--- src/rtl/instr_fetch_pkg.sv ---
// Shared types and constants for the instruction fetch sequencer.
// The fetch FSM state encoding, instruction size and PC alignment mask live here.
package instr_fetch_pkg;

  typedef enum logic {
    ST_WAIT  = 1'b0,
    ST_VALID = 1'b1
  } fetch_state_e;

  localparam int INSTR_BYTES = 4;
  localparam int CNT_W       = 4;

  // Clears the byte-offset bits so redirect targets land on an instruction boundary.
  localparam logic [63:0] PC_ALIGN_MASK = ~64'(INSTR_BYTES - 1);

endpackage

--- src/rtl/instr_fetch_sequencer_fetch_wait_timer.sv ---
// Loadable down-counter that paces the instruction memory read latency.
// Load has priority over counting; the counter parks at zero until reloaded.
module fetch_wait_timer
  import instr_fetch_pkg::*;
#(
  parameter logic [CNT_W-1:0] RST_VAL = '0
) (
  input  logic             clk_i,
  input  logic             rst_ni,
  input  logic             load_i,
  input  logic [CNT_W-1:0] load_val_i,
  input  logic             en_i,
  output logic             zero_o
);

  logic [CNT_W-1:0] cnt_q;
  logic [CNT_W-1:0] cnt_d;

  always_comb begin
    cnt_d = cnt_q;
    if (load_i) begin
      cnt_d = load_val_i;
    end else if (en_i && (cnt_q != '0)) begin
      cnt_d = cnt_q - 1'b1;
    end
  end

  always_ff @(posedge clk_i or negedge rst_ni) begin
    if (!rst_ni) begin
      cnt_q <= RST_VAL;
    end else begin
      cnt_q <= cnt_d;
    end
  end

  assign zero_o = (cnt_q == '0);

endmodule

--- src/rtl/instr_fetch_sequencer.sv ---
// Fetch controller: owns the PC, paces multi-cycle instruction memory reads and
// hands captured words to decode over valid/ready, with redirects from execute.
//
//   state    | meaning
//   ---------+------------------------------------------------------------
//   ST_WAIT  | read in flight at pc; capture imem_data when the timer hits 0
//   ST_VALID | instr/instr_pc presented to decode, held until accepted
module instr_fetch_sequencer
  import instr_fetch_pkg::*;
#(
  parameter int                ADDR_W      = 64,
  parameter int                INSTR_W     = 32,
  parameter int                WAIT_CYCLES = 2,
  parameter logic [ADDR_W-1:0] RESET_PC    = '0
) (
  input  logic               CLK,
  input  logic               resetl,
  output logic [ADDR_W-1:0]  imem_addr,
  output logic               imem_rd,
  input  logic [INSTR_W-1:0] imem_data,
  output logic [INSTR_W-1:0] instr,
  output logic [ADDR_W-1:0]  instr_pc,
  output logic               instr_valid,
  input  logic               instr_ready,
  input  logic               redirect_valid,
  input  logic [ADDR_W-1:0]  redirect_pc,
  output logic [31:0]        fetch_count
);

  localparam logic [CNT_W-1:0]  CNT_RELOAD = CNT_W'(WAIT_CYCLES - 1);
  localparam logic [ADDR_W-1:0] ALIGN_MASK = PC_ALIGN_MASK[ADDR_W-1:0];
  localparam logic [ADDR_W-1:0] PC_STEP    = ADDR_W'(INSTR_BYTES);

  fetch_state_e       state_q;
  logic [ADDR_W-1:0]  pc_q;
  logic [INSTR_W-1:0] instr_q;
  logic [ADDR_W-1:0]  instr_pc_q;
  logic [31:0]        fetch_count_q;

  logic handshake;
  logic cnt_zero;

  assign handshake = (state_q == ST_VALID) && instr_ready;

  // A new read starts after every accepted word and after every redirect.
  fetch_wait_timer #(
    .RST_VAL (CNT_RELOAD)
  ) u_wait_timer (
    .clk_i      (CLK),
    .rst_ni     (resetl),
    .load_i     (redirect_valid || handshake),
    .load_val_i (CNT_RELOAD),
    .en_i       (state_q == ST_WAIT),
    .zero_o     (cnt_zero)
  );

  always_ff @(posedge CLK or negedge resetl) begin
    if (!resetl) begin
      state_q       <= ST_WAIT;
      pc_q          <= RESET_PC;
      instr_q       <= '0;
      instr_pc_q    <= '0;
      fetch_count_q <= '0;
    end else begin
      // A handshake still counts when a redirect arrives in the same cycle.
      if (handshake && (fetch_count_q != '1)) begin
        fetch_count_q <= fetch_count_q + 32'd1;
      end

      if (redirect_valid) begin
        pc_q    <= redirect_pc & ALIGN_MASK;
        state_q <= ST_WAIT;
      end else begin
        case (state_q)
          ST_WAIT: begin
            if (cnt_zero) begin
              instr_q    <= imem_data;
              instr_pc_q <= pc_q;
              state_q    <= ST_VALID;
            end
          end
          ST_VALID: begin
            if (instr_ready) begin
              pc_q    <= pc_q + PC_STEP;
              state_q <= ST_WAIT;
            end
          end
          default: state_q <= ST_WAIT;
        endcase
      end
    end
  end

  assign imem_addr   = pc_q;
  assign imem_rd     = (state_q == ST_WAIT);
  assign instr_valid = (state_q == ST_VALID);
  assign instr       = instr_q;
  assign instr_pc    = instr_pc_q;
  assign fetch_count = fetch_count_q;

endmodule

--- config.mk ---
export PLATFORM = sky130hd
export DESIGN_NAME = instr_fetch_sequencer
export DESIGN_NICKNAME = d
export VERILOG_FILES = /design/src/rtl/instr_fetch_pkg.sv /design/src/rtl/instr_fetch_sequencer_fetch_wait_timer.sv /design/src/rtl/instr_fetch_sequencer.sv
export SDC_FILE = /design/constraint.sdc
export NUM_CORES = 1
export LEC_CHECK = 0
export CORE_MARGIN = 5
export CORE_UTILIZATION = 23
export DETAILED_ROUTE_END_ITERATION = 16
export HOLD_SLACK_MARGIN = 0.1
export SLEW_MARGIN = 20
export SYNTH_ARGS = -nofsm -noshare
export SYNTH_HDL_FRONTEND = slang
export SYNTH_SLANG_ARGS = --single-unit
--- constraint.sdc ---
create_clock -name CLK -period 2.4 [get_ports CLK]
set_input_delay 0.48 -clock CLK [delete_from_list [all_inputs] [get_ports CLK]]
set_output_delay 0.48 -clock CLK [all_outputs]
set_load 0.02 [all_outputs]
==> reports/metrics.yaml <==
ant_nets: 0
insertion_delay_ns: 0.45
hp-class: "reg -> reg"
io_pins: 294
chipHeight_um: 208
antenna_found_initial: 3
p_comb_share_pct: 41.0
final_area_sq_um: 13800
syn_area_sq_um: 9060
die_w_um: 208
place_hpwl_um: 25000
drive_above_1_share_pct: 19.4
p_total_uw: 13000
p_leak_uw: 0.00560
cp-end-kind: "flip-flop"
path_delay_family: "simple AND/OR/NAND/NOR gates"
relSlewSlack_pct: 52.1
post_drt_wl_per_cell_um: 18.5
timing.critical_path.required_ns: 2.77
ys_types: 49
rsz0062_at_grt: "false"
finalSetupViolations: 0
routed_via_density: 4.64
ff2ff_path_depth: 5
cts_setup_buffers: 0
critPathKind: "reg -> reg"
cap_violations: 0
internal-power_uw: 8550
antenna_cells: 0
worstPathCellList: "nand3_1, nor3_1, or4b_1, or4_1, a31oi_1"
r2r_start: "imem_addr[9]"
start_util_pct: 23.3
clock_path_buffers: 2
drtIter0Drc: 389
hp-start: "instr_pc[62]"
avgSynthCellArea_sq_um: 10.9
die_area_sq_um: 43500
maxSlewViolCount: 0
grt_max_degree: 66
ir_worst_vdd_mv: 0.500
outcome: "completed"
ctsHtreeMaxLevel: 4
grt_pass1_vias: 8273
fin_nets: 1306
grt_usage_pct: 14.6
via_count: 8036
grt_pass1_wl_um: 49700
fin_ws_ns: 0.0747
dr.pass1.iters: 4
hold_path_depth: 2
sequentialPowerShare_pct: 36.4
clock.fmax_ghz: 0.430
drt_wl_total_um: 32100
critPathMaxStageDelay_ns: 0.52
fin_crit_sh_pct: 96.9
final.setup_skew_ns: 0.0129
pwr-share-clk_pct: 22.6
synth.ff_latch_count: 193
critPathLaunchType: "flip-flop"
crit_cells: 5
timing.rr.end: "imem_addr[41]"
place_ws_ns: -0.274
syn_to_final_growth_pct: 52.9
core_area_sq_um: 38800
cts_root_buf: "clkbuf_16"
period_minus_slack_ns: 2.33
slowest_stage: "or4b_1"
clk_pin_slew_ns: 0.08
overflow: 0
path_buf_inv: 0
syn_inst: 831
cts_sinks: 193
fin_hold_ws_ns: 0.481
rows: 72
reg2reg_slack_ns: 0.07
cts_buffers: 17
power_density_nw_per_um2: 939
critPathArrivalTime_ns: 2.70
min_to: "instr_pc[62]"
io_buffers: 287
cp_max_fo: 6
ys_warn_count: 0
cts_tree: "done"
postPlaceCellArea_sq_um: 13200
switching_share_pct: 34.3
crit_start: "imem_addr[9]"
ys_seq_area_share_pct: 53.3
tightestPinTransition_ns: 0.718
place.gp.congestion: 0.904
power.switching_uw: 4460
drc: 0
final-hold-violation-count: 0
## registers in the layout, summed over array words and instances, names as in the netlist
name / count
instr_pc: 62
u_wait_timer.cnt_q: 4
imem_addr: 62
instr: 32
fetch_count: 32
instr_valid: 1
## cells in the final DEF, fill, tap and decap left out, types with 3 or more instances in the layout
| cell | netlist | final |
|---|---|---|
| nor2_1 | 31 | 31 |
| nand2_1 | 83 | 83 |
| nand3_1 | 45 | 44 |
| and4_1 | 15 | 15 |
| xor2_1 | 32 | 32 |
| nand4_1 | 46 | 46 |
| conb_1 | 1 | 4 |
| nand2b_1 | 3 | 3 |
| mux2_2 | 90 | 90 |
| or3_1 | 14 | 14 |
| o21ai_0 | 55 | 55 |
| nor3_1 | 21 | 21 |
| clkinv_4 | 0 | 3 |
| o21ai_1 | 6 | 6 |
| and3_1 | 22 | 22 |
| nor4_1 | 17 | 15 |
| ha_1 | 3 | 3 |
| inv_6 | 0 | 3 |
| clkdlybuf4s50_1 | 0 | 285 |
| clkbuf_16 | 0 | 17 |
| and2_1 | 5 | 5 |
| nor4_2 | 2 | 3 |
| xnor2_1 | 42 | 42 |
| buf_4 | 4 | 97 |
| or4_1 | 9 | 8 |
| inv_1 | 9 | 9 |
| buf_12 | 0 | 3 |
| o31a_1 | 3 | 3 |
| dfrtp_1 | 192 | 192 |
| a31oi_1 | 20 | 20 |
## through the flow
step	utilization, %	cells	setup TNS [ns]
finish	35.7	1733	0
CTS	35.6	1733	0
global route	35.7	1733	0
floorplan	-	834	0
detailed placement	34.1	1701	-2.67
global placement	34.1	1701	-1.65
## worst min-delay path: stages, from the launching register on
cell and delay, ns:
dfrtp_1 0.34, nand2_1 0.05, o21ai_0 0.06
## cell usage after synthesis (all sizes together)
| library cell | number | area (sq um) |
|---|---|---|
| a21oi | 2 | 10.0 |
| a31o | 1 | 8.76 |
| a31oi | 20 | 125 |
| a41oi | 1 | 8.76 |
| and2 | 6 | 37.5 |
| and3 | 22 | 138 |
| and4 | 16 | 141 |
| buf | 10 | 58.8 |
| clkbuf | 28 | 105 |
| conb | 1 | 3.75 |
| dfrtp | 192 | 4800 |
| dfstp | 1 | 26.3 |
| ha | 3 | 37.5 |
| inv | 10 | 37.5 |
| mux2 | 90 | 1010 |
| mux2i | 2 | 20.0 |
| nand2 | 83 | 312 |
| nand2b | 3 | 18.8 |
| nand3 | 45 | 225 |
| nand4 | 47 | 300 |
| nand4b | 1 | 8.76 |
| nor2 | 31 | 116 |
| nor2b | 1 | 6.26 |
| nor3 | 21 | 105 |
| nor3b | 2 | 15.0 |
| nor4 | 20 | 153 |
| nor4b | 1 | 8.76 |
| o21ai | 61 | 305 |
| o31a | 3 | 26.3 |
| o31ai | 2 | 15.0 |
| o41ai | 1 | 8.76 |
| or2 | 4 | 25.0 |
| or3 | 14 | 87.6 |
| or4 | 10 | 78.8 |
| or4b | 2 | 20.0 |
| xnor2 | 42 | 368 |
| xor2 | 32 | 280 |
## routing by layer
metal | routed length, um | GRT usage (%)
met3 | 2220 | 4.64
met1 | 13700 | 18.6
met2 | 15500 | 24.0
met5 | 39 | 0
met4 | 609 | 4.28
## power groups by stage
stage	sequential, uW	clock (uW)	combinational (uW)
after detailed placement	4800	0	5390
after floorplan	5930	0	1460
final	4730	2940	5330
after CTS	4740	3060	5410
after global placement	4740	0	5340
after global routing	4860	3190	5660
## layout make-up
cell class	instances	area (sq um)
clock buffers	21	460
clock inverters	10	125
fillers	3940	25000
inverters	10	37.5
multi-input cells	593	4080
flip-flops and latches	193	4830
well taps	518	648
repair buffers	388	3670
## how the worst max path moves through the flow
| stage | endpoint |
|---|---|
| 6_report | imem_addr[41] |
| 2_1_floorplan | imem_addr[60] |
| 3_5_place_dp | imem_addr[41] |
| 4_1_cts | imem_addr[57] |
| 3_3_place_gp | imem_addr[41] |
| 5_1_grt | imem_addr[41] |
## cells by family after synthesis
family,after synthesis,synth area share [%]
AND/OR/NAND/NOR,329,19.8
flip-flops,193,53.3
multiplexers,92,11.4
AO/OA/AOI/OAI,91,5.61
XOR/XNOR,74,7.15
buffers and inverters,48,2.22
adder cells (fa/ha/maj),3,0.414
other,1,0.0414
## what timing repair did
action | 4_1_cts | 5_1_grt
hold buffers | 1 | 0
endpoints found under the setup margin | 0 | 2
gates resized for setup | 0 | 3
hold endpoints to repair | 48 | 0
(Power assumes the default switching activity.)
